**config.mk**
```make
export PLATFORM = sky130hd
export DESIGN_NAME = smallmul
export DESIGN_NICKNAME = d
export VERILOG_FILES = /design/src/rtl/smalldiv_pkg.sv /design/src/rtl/smallmul_chunk_lut.sv /design/src/rtl/smallmul.sv
export SDC_FILE = /design/constraint.sdc
export NUM_CORES = 1
export LEC_CHECK = 0
export CORE_UTILIZATION = 40
export DETAILED_ROUTE_END_ITERATION = 12
export HOLD_SLACK_MARGIN = 0.1
export SYNTH_ARGS = -nofsm -noshare
export SYNTH_HDL_FRONTEND = slang
export SYNTH_HIERARCHICAL = 1
export SYNTH_SLANG_ARGS = --single-unit
```
**constraint.sdc**
```tcl
create_clock -name clock -period 8.7 [get_ports clock]
set_clock_uncertainty 0.05 [all_clocks]
set_input_delay 0.87 -clock clock [delete_from_list [all_inputs] [get_ports clock]]
set_output_delay 0.87 -clock clock [all_outputs]
set_load 0.05 [all_outputs]
```
**src/rtl/smalldiv_pkg.sv**
```systemverilog
// smalldiv_pkg: definitions shared by smalldiv and smallmul.
//   state_t  - handshake FSM encodings (IDLE/RUN/DONE)
//   clog2    - ceiling log2, usable in parameter expressions
//   nchunk   - number of CHUNK-bit slices needed to cover a QW-bit quotient
package smalldiv_pkg;

  typedef enum logic [1:0] {
    IDLE = 2'd0,
    RUN  = 2'd1,
    DONE = 2'd2
  } state_t;

  function automatic int clog2(input int value);
    int r;
    r = 0;
    for (int i = 0; i < 31; i++) begin
      if ((1 << r) < value) r = r + 1;
    end
    return r;
  endfunction

  function automatic int nchunk(input int qw, input int cw);
    return (qw + cw - 1) / cw;
  endfunction

endpackage

```
**src/rtl/smallmul_chunk_lut.sv**
```systemverilog
// smallmul_chunk_lut: combinational constant-product ROM.
//   Entry k holds k*DIVIDER_VALUE for every CHUNK_WIDTH-bit slice value k.
// Ports:
//   slice   in   CHUNK_WIDTH                 quotient slice (ROM address)
//   product out  CHUNK_WIDTH+DIVIDER_WIDTH   slice * DIVIDER_VALUE
module smallmul_chunk_lut #(
  parameter int DIVIDER_VALUE = 5,
  parameter int DIVIDER_WIDTH = 3,
  parameter int CHUNK_WIDTH   = 4
) (
  input  logic [CHUNK_WIDTH-1:0]               slice,
  output logic [CHUNK_WIDTH+DIVIDER_WIDTH-1:0] product
);

  localparam int PW      = CHUNK_WIDTH + DIVIDER_WIDTH;
  localparam int ENTRIES = 1 << CHUNK_WIDTH;

  logic [PW-1:0] rom [ENTRIES];

  // (2^CW - 1) * D < 2^CW * 2^DW, so every entry fits in PW bits.
  for (genvar k = 0; k < ENTRIES; k++) begin : g_rom
    assign rom[k] = PW'(k * DIVIDER_VALUE);
  end

  assign product = rom[slice];

endmodule

```
**src/rtl/smallmul.sv**
```systemverilog
// smallmul: rebuilds dividend = quotient*DIVIDER_VALUE + remainder, one
// CHUNK_WIDTH-bit quotient slice per cycle via a constant-product LUT.
// Optional feature macro: SMALLMUL_RANGE_CHECK_EN (flags remainder >= DIVIDER_VALUE).
// Ports:
//   clock     in   rising-edge clock
//   reset     in   asynchronous active-high reset
//   in_valid  in   operand pair valid
//   in_ready  out  block can accept an operand pair (IDLE only)
//   quotient  in   QW-bit quotient
//   remainder in   DIVIDER_WIDTH-bit remainder
//   out_valid out  dividend valid (DONE only)
//   out_ready in   consumer accepts dividend
//   dividend  out  reconstructed dividend, stable while out_valid
//   error     out  remainder was out of range (0 unless the feature is built)
// Handshake: a transfer happens on a rising edge where valid and ready are
// both high; valid never depends on ready and, once high, stays high with
// stable data until the transfer.
module smallmul
  import smalldiv_pkg::*;
#(
  parameter int DIVIDER_VALUE  = 5,
  parameter int DIVIDER_WIDTH  = 3,
  parameter int DIVIDEND_WIDTH = 18,
  parameter int CHUNK_WIDTH    = 4
) (
  input  logic                                clock,
  input  logic                                reset,
  input  logic                                in_valid,
  output logic                                in_ready,
  input  logic [DIVIDEND_WIDTH-DIVIDER_WIDTH-1:0] quotient,
  input  logic [DIVIDER_WIDTH-1:0]            remainder,
  output logic                                out_valid,
  input  logic                                out_ready,
  output logic [DIVIDEND_WIDTH-1:0]           dividend,
  output logic                                error
);

  localparam int QW     = DIVIDEND_WIDTH - DIVIDER_WIDTH;
  localparam int NCHUNK = nchunk(QW, CHUNK_WIDTH);
  localparam int QPAD   = NCHUNK * CHUNK_WIDTH;
  localparam int IW     = (NCHUNK > 1) ? clog2(NCHUNK) : 1;
  localparam int PW     = CHUNK_WIDTH + DIVIDER_WIDTH;

  state_t                    state, state_next;
  logic [QPAD-1:0]           q_reg;   // zero-padded so the top slice reads zeros
  logic [DIVIDEND_WIDTH-1:0] acc;
  logic [DIVIDEND_WIDTH-1:0] term;
  logic [DIVIDEND_WIDTH-1:0] acc_sum;
  logic [IW-1:0]             idx;
  logic [CHUNK_WIDTH-1:0]    slice;
  logic [PW-1:0]             prod;
  logic                      accept;
  logic                      last;

  assign slice   = q_reg[idx*CHUNK_WIDTH +: CHUNK_WIDTH];
  assign last    = (idx == IW'(NCHUNK - 1));
  assign accept  = in_valid & in_ready;
  // Carries above DIVIDEND_WIDTH cannot occur for in-range operands and are dropped.
  assign term    = DIVIDEND_WIDTH'(prod) << (idx * CHUNK_WIDTH);
  assign acc_sum = acc + term;

  smallmul_chunk_lut #(
    .DIVIDER_VALUE (DIVIDER_VALUE),
    .DIVIDER_WIDTH (DIVIDER_WIDTH),
    .CHUNK_WIDTH   (CHUNK_WIDTH)
  ) u_lut (
    .slice   (slice),
    .product (prod)
  );

  always_ff @(posedge clock or posedge reset) begin
    if (reset) state <= IDLE;
    else       state <= state_next;
  end

  always_comb begin
    state_next = state;
    in_ready   = 1'b0;
    out_valid  = 1'b0;
    case (state)
      IDLE: begin
        in_ready = 1'b1;
        if (in_valid) state_next = RUN;
      end
      RUN: begin
        if (last) state_next = DONE;
      end
      DONE: begin
        out_valid = 1'b1;
        if (out_ready) state_next = IDLE;
      end
      default: state_next = IDLE;
    endcase
  end

  // dividend is a separate register so it only changes when a result lands,
  // leaving the previous result visible through IDLE and RUN.
  always_ff @(posedge clock or posedge reset) begin
    if (reset) begin
      q_reg    <= '0;
      acc      <= '0;
      idx      <= '0;
      dividend <= '0;
    end else begin
      if (accept) begin
        q_reg <= QPAD'(quotient);
        acc   <= DIVIDEND_WIDTH'(remainder);
        idx   <= '0;
      end else if (state == RUN) begin
        acc <= acc_sum;
        idx <= last ? '0 : idx + 1'b1;
        if (last) dividend <= acc_sum;
      end
    end
  end

`ifdef SMALLMUL_RANGE_CHECK_EN
  logic error_q;
  always_ff @(posedge clock or posedge reset) begin
    if (reset)       error_q <= 1'b0;
    else if (accept) error_q <= (32'(remainder) >= 32'(DIVIDER_VALUE));
  end
  assign error = error_q;
`else
  assign error = 1'b0;
`endif

endmodule
```
==> results of run 1 <==
==> metrics by stage <==
step                      instances  hold slack, ps
after floorplan                 333             403
after global placement          461             410
after detailed placement        461             422
after CTS                       469             444
after global routing            469             461
final                           469             436
==> cells by family (layout without fill, tap and decap cells) <==
family                   after synthesis  count (layout)
AO/OA/AOI/OAI                         82              82
adder cells (fa/ha/maj)               22              22
AND/OR/NAND/NOR                      106             106
multiplexers                          24              24
other                                  1               1
XOR/XNOR                              18              18
flip-flops                            55              55
buffers and inverters                 25              59
==> final timing paths <==
path / start / end / cells past startpoint
max: idx[0] / acc[16] / 14
min reg2reg: dividend[5] / dividend[5] / 2
max in group asynchronous: reset / dividend[12] / 3
min: dividend[5] / dividend[5] / 2
min in group asynchronous: reset / dividend[0] / 3
max reg2reg: idx[0] / acc[16] / 14
==> area by class of cell <==
type | count | area share [%]
multi-input combinational | 253 | 46.1
tap | 102 | 3.36
clock buffer | 6 | 1.91
clock inverter | 2 | 0.329
sequential | 55 | 36.2
inverter | 7 | 0.691
timing repair buffer | 44 | 11.4
==> worst max-delay path: stages, from the launching register on <==
cell and delay, ps:
dfrtp_1 730, mux4_2 680, inv_1 90, ha_1 220, mux2i_1 160, xnor2_1 120, and2_1 190, ha_1 390
a211oi_2 300, nor2_1 90, or3_1 370, and3_4 210, o22ai_2 170, xor2_1 210, o21ai_1 80
==> placed cells by master (no fill, tap or decap), types with 4 or more instances in the layout <==
master,synthesis,layout
and3_1,4,4
xnor2_1,6,6
nand2_1,54,54
clkbuf_8,0,5
xor2_1,12,12
mux2_2,16,16
nor2_1,19,19
clkdlybuf4s50_1,0,41
o21ai_0,24,24
o21ai_1,14,14
nor2b_1,8,8
o22ai_1,4,4
and2_1,6,6
a21o_1,9,9
a21oi_1,8,8
ha_1,21,21
dfrtp_1,55,55
nand2b_1,5,5
mux2i_1,5,5
inv_1,7,6
==> per-layer routing <==
metal | wire (um) | vias up
met2 | 3360 | 74
met1 | 3230 | 1188
met5 | 0 | -
met3 | 308 | 6
met4 | 31 | 0
li1 | - | 1225
==> out/qor.csv, run 1 <==
metric,value,unit
Die Span X,92.1,um
max frequency,237,MHz
"FF+latch count, synth",55,
Rows,32,
post-route worst setup slack,4490,ps
Crit Path Category,reg2reg,
setup TNS,0,ps
xor/xnor cell area share of the yosys netlist,4.86,%
post-synthesis mux area share,9.17,%
post-synthesis sequential area ratio,42.4,%
Post-Synth Simple-Gate Area,15.0,%
Final HPWL DP,5010,um
max-slew violations,0,
synth top area cells,"dfrtp_1 42%, ha_1 8.1%, nand2_1 6.2%, mux2_2 5.5%, o21ai_0 3.7%",
syn_nets,377,
status,"finished, final reports clean",
CP max FO,16,
RSZ-0062 raised after global routing,no,
compound-cell area share of the yosys netlist,16.2,%
final hold violations,0,
largest net degree at the start of global routing,56,
post-placement cell area,3720,um2
total die area,8480,um2
Root Driver,clkbuf_8,
first-pass GRT wire length,12100,um
CP Data Required Time,8810,ps
global-route met2 utilization,29.9,%
cell taking the most area after synthesis,dfrtp_1,
initial antenna violation count,0,
fraction of layout cells with a size suffix above 1,9.81,%
Clock transition at path regs,100,ps
# hold bufs at CTS,0,
H-tree Lvls,2,
maxcap violations,0,
number of diodes,0,
Tmin final,4210,ps
Post-Syn Area,3250,um2
area share of the largest cell type after synthesis,42.4,%
Fillers,759,
DRT Pass-1 Iters,5,
Bufs on Longest Clock Path,2,
# IOs,43,
"Distinct cells, synth",48,
slew margin rel.,31.2,%
total CTS buffers,5,
Slew @ Worst Pin,1030,ps
Final nets,410,
top_reg_cell synth,dfrtp_1,
met3 usage,3.23,%
design area,3800,um2
Synth top cells by count,"55 x dfrtp_1, 54 x nand2_1, 24 x o21ai_0, 21 x ha_1, 19 x nor2_1",
antenna-violating nets left,0,
final WL,6930,um
routed len/inst,14.8,um
most frequent cell after synthesis,dfrtp_1,
Async SR Flop Fraction,100,%
Multi-input gate area,1750,um2
GRT overflow,0,
clk sink count,55,
Die Y,92.1,um
most used routing layer,met2,
IO buf count,41,
CTS tree,done,
# Post-CTS Setup Buffers,0,
Startpoint Class,flop,
Finish-stage setup viols,0,
Total GRT Usage,17.8,%
Reg2Reg Setup Slack,4490,ps
vias in the first global route,2399,
Arrival @ worst endpoint,4320,ps
final core utilization,48.7,%
clock latency on the worst-skew pair,300,ps
largest family of logic cells by synthesized area,compound AO/OA/AOI/OAI gates,
yosys warns,6,
initial DRC count,102,
Resized cells post-CTS,0,
P&R area growth vs syn,17.1,%
Adder-Cell Fraction of Synth Area,8.71,%
GPL Wtd Cong,0.904,
syn_area_per_cell,9.75,um2
Initial Util,41.6,%
DR DRC count,0,
CP endpoint kind,flop,
Post-Synthesis Cells,333,
met1 Track Usage GR,24.6,%
post-DR vias/cell,5.32,
Post-Place Worst Slack,4540,ps
number of synthesized flops with an enable pin,0,
worst min path class,reg2reg,
Seq. cell area,1380,um2
via count,2493,
Final Cycle Share,48.4,%
core area,7810,um2
Power of run 1 is left out: the tool's default activity adds up to more than one toggle a clock period on the data nets, which glitch-free logic cannot reach.
==> run 2: changes to the inputs <==
==> constraint.sdc (replaced) <==
create_clock -name clock -period 3.8 [get_ports clock]
set_clock_uncertainty 0.05 [all_clocks]
set_input_delay 0.38 -clock clock [delete_from_list [all_inputs] [get_ports clock]]
set_output_delay 0.38 -clock clock [all_outputs]
set_load 0.05 [all_outputs]
==> run 2 against run 1 <==
Against the previous run: worst setup slack worse by 4300 ps; critical path depth is 1 higher; global-route usage is 0.88 points lower; worst hold slack better by 4.2 ps; first-iteration DRC count stayed put; non-clock buffer count is 14 higher; maximum frequency is 16% higher; routed wire length is 2.2% lower; count of clock-buffer cells in the layout stayed put; highest routed layer unchanged.
==> out/qor.csv, run 2 (synthesis gave the netlist of run 1 again) <==
metric,value,unit,change
RR Endpoint,acc[16],,unchanged
P&R area growth vs syn,24.0,%,was 17.1%
total CTS buffers,5,,unchanged
fraction of layout cells with a size suffix above 1,16.5,%,was 9.81%
Post-Place Worst Slack,-3.03,ps,was 4540 ps
post-route worst setup slack,169,ps,was 4490 ps
"commonest non-fill, non-tap cell in the layout",dfrtp_1,,unchanged
Clock transition at path regs,110,ps,was 100 ps
DR DRC count,0,,unchanged
Slew @ Worst Pin,1010,ps,was 1030 ps
CP max-delay cell,mux4_2,,was dfrtp_1
CTS tree,done,,unchanged
number of diodes,0,,unchanged
GPL Wtd Cong,0.831,,was 0.904
largest net degree at the start of global routing,45,,was 56
# IOs,43,,unchanged
core area,7810,um2,unchanged
routed len/inst,14.0,um,was 14.8 um
Hold Path Origin,dividend[3],,was dividend[5]
Startpoint Class,flop,,unchanged
H-tree Lvls,2,,unchanged
Bufs on Longest Clock Path,2,,unchanged
Rows,32,,unchanged
Die Span X,92.1,um,unchanged
Crit Path Category,reg2reg,,unchanged
clk sink count,55,,unchanged
clock latency on the worst-skew pair,310,ps,was 300 ps
Final Cycle Share,95.5,%,was 48.4%
most frequent cells in the layout,"54 x dfrtp_1, 53 x nand2_1, 41 x clkdlybuf4s50_1",,"was 55 x dfrtp_1, 54 x nand2_1, 41 x clkdlybuf4s50_1"
Root Driver,clkbuf_8,,unchanged
IO buf count,41,,unchanged
Final HPWL DP,5180,um,was 5010 um
Reg2Reg Setup Slack,170,ps,was 4490 ps
CP Cell Sequence,"mux4_2, inv_1, ha_1, mux2i_1, xnor2_1, and2_4, ha_1, buf_4, nand2_1, nor2_1, or3_1, and3_4, o22ai_2, xor2_2, o21ai_1",,"was mux4_2, inv_1, ha_1, mux2i_1, xnor2_1, and2_1, ha_1, a211oi_2, nor2_1, or3_1, and3_4, o22ai_2, xor2_1, o21ai_1"
worst hold path stage count,2,,unchanged
Die Y,92.1,um,unchanged
status,"finished, final reports clean",,unchanged
setup TNS,0,ps,unchanged
Seq. cell area,1380,um2,about the same
DRT Pass-1 Iters,4,,was 5
vias in the first global route,2333,,was 2399
Worst R2R Start,idx[0],,unchanged
Initial Util,41.6,%,unchanged
total die area,8480,um2,unchanged
Slowest Stage Delay on Critical Path,530,ps,was 730 ps
first-pass GRT wire length,11400,um,was 12100 um
max frequency,275,MHz,was 237 MHz
CP max FO,7,,was 16
final WL,6780,um,was 6930 um
maxcap violations,0,,unchanged
design area,4030,um2,was 3800 um2
# hold bufs at CTS,0,,unchanged
worst min path class,reg2reg,,unchanged
FF-to-FF path depth,15,,was 14
Arrival @ worst endpoint,3730,ps,was 4320 ps
max-slew violations,0,,unchanged
initial DRC count,102,,unchanged
Tmin final,3630,ps,was 4210 ps
Fillers,731,,was 759
slew margin rel.,32.9,%,was 31.2%
initial antenna violation count,0,,unchanged
CP endpoint kind,flop,,unchanged
RSZ-0062 raised after global routing,yes,,was no
Multi-input gate area,1840,um2,was 1750 um2
Worst Hold Endpoint,dividend[3],,was dividend[5]
CP Data Required Time,3900,ps,was 8810 ps
via count,2498,,was 2493
GRT overflow,0,,unchanged
Finish-stage setup viols,0,,unchanged
Final nets,424,,was 410
antenna-violating nets left,0,,unchanged
post-placement cell area,3810,um2,was 3720 um2
Total GRT Usage,17.0,%,was 17.8%
final hold violations,0,,unchanged
post-DR vias/cell,5.17,,was 5.32
CP most frequent cell,ha_1,,unchanged
-- run 2: cell types whose count changed in the layout (fill, tap and decap cells not counted), moves of 2 or more --
cell | previous run | this run
a31oi_4 | 0 | 2
a31oi_1 | 3 | 1
buf_4 | 3 | 17
xor2_1 | 12 | 10
xor2_2 | 0 | 2
-- run 2: worst max-delay path: cells and delay by family, from the launching register on --
family	cells	cell delay (ps)
simple gates	5	930
mux	2	700
fa+ha+maj	2	460
flops	1	440
xor+xnor	2	370
compound gates	2	290
buf+inv	2	240
-- run 2: metrics by stage --
step | instances | utilization [%] | hold WS [ps]
floorplan | 333 | - | 403
global placement | 474 | 48.9 | 412
detailed placement | 474 | 48.9 | 420
CTS | 482 | 50.4 | 444
global route | 483 | 51.6 | 468
finish | 483 | 51.6 | 440
-- run 2: worst max path at each step --
stage / slack, ps / start / depth (start not counted) / endpoint
2_1_floorplan: 40 / idx[0] / 16 / dividend[13]
3_3_place_gp: 70 / idx[0] / 14 / acc[16]
3_5_place_dp: -3 / idx[0] / 15 / acc[15]
4_1_cts: 30 / idx[0] / 14 / acc[16]
5_1_grt: 2 / idx[0] / 14 / acc[16]
6_report: 170 / idx[0] / 15 / acc[16]
-- run 2: what timing repair did --
action	CTS	global route
gates cloned	0	0
buffers inserted	0	1
endpoints found under the setup margin	3	18
endpoints found under the hold margin	0	0
resized for setup	1	15
pin swaps	0	9
-- run 2: per-layer routing --
| layer | routed length [um] | vias up | track usage [%] |
|---|---|---|---|
| met1 | 3250 | 1192 | 23.6 |
| met2 | 3240 | 48 | 27.7 |
| met5 | 0 | - | 0 |
| li1 | - | 1251 | - |
| met3 | 206 | 7 | 2.49 |
| met4 | 82 | 0 | 4.30 |
-- run 2: area by class of cell --
type,count,share of cell area (%)
multi-input cells,253,45.7
flip-flops and latches,55,34.2
repair buffers,58,13.4
well taps,102,3.17
inverters,7,0.653
clock inverters,2,0.870
clock buffers,6,2.05
Power of run 2 is left out for the same reason.
==> run 3: changes to the inputs <==
--- a/config.mk
+++ b/config.mk
@@ -6,6 +6,7 @@
 export NUM_CORES = 1
 export LEC_CHECK = 0
 export CORE_UTILIZATION = 40
+export CTS_CLUSTER_DIAMETER = 120
 export DETAILED_ROUTE_END_ITERATION = 12
 export HOLD_SLACK_MARGIN = 0.1
 export SYNTH_ARGS = -nofsm -noshare
==> results of run 3 <==
The final DEF is identical to that of run 2; final timing and power are the same.
Power of run 3 is left out for the same reason.
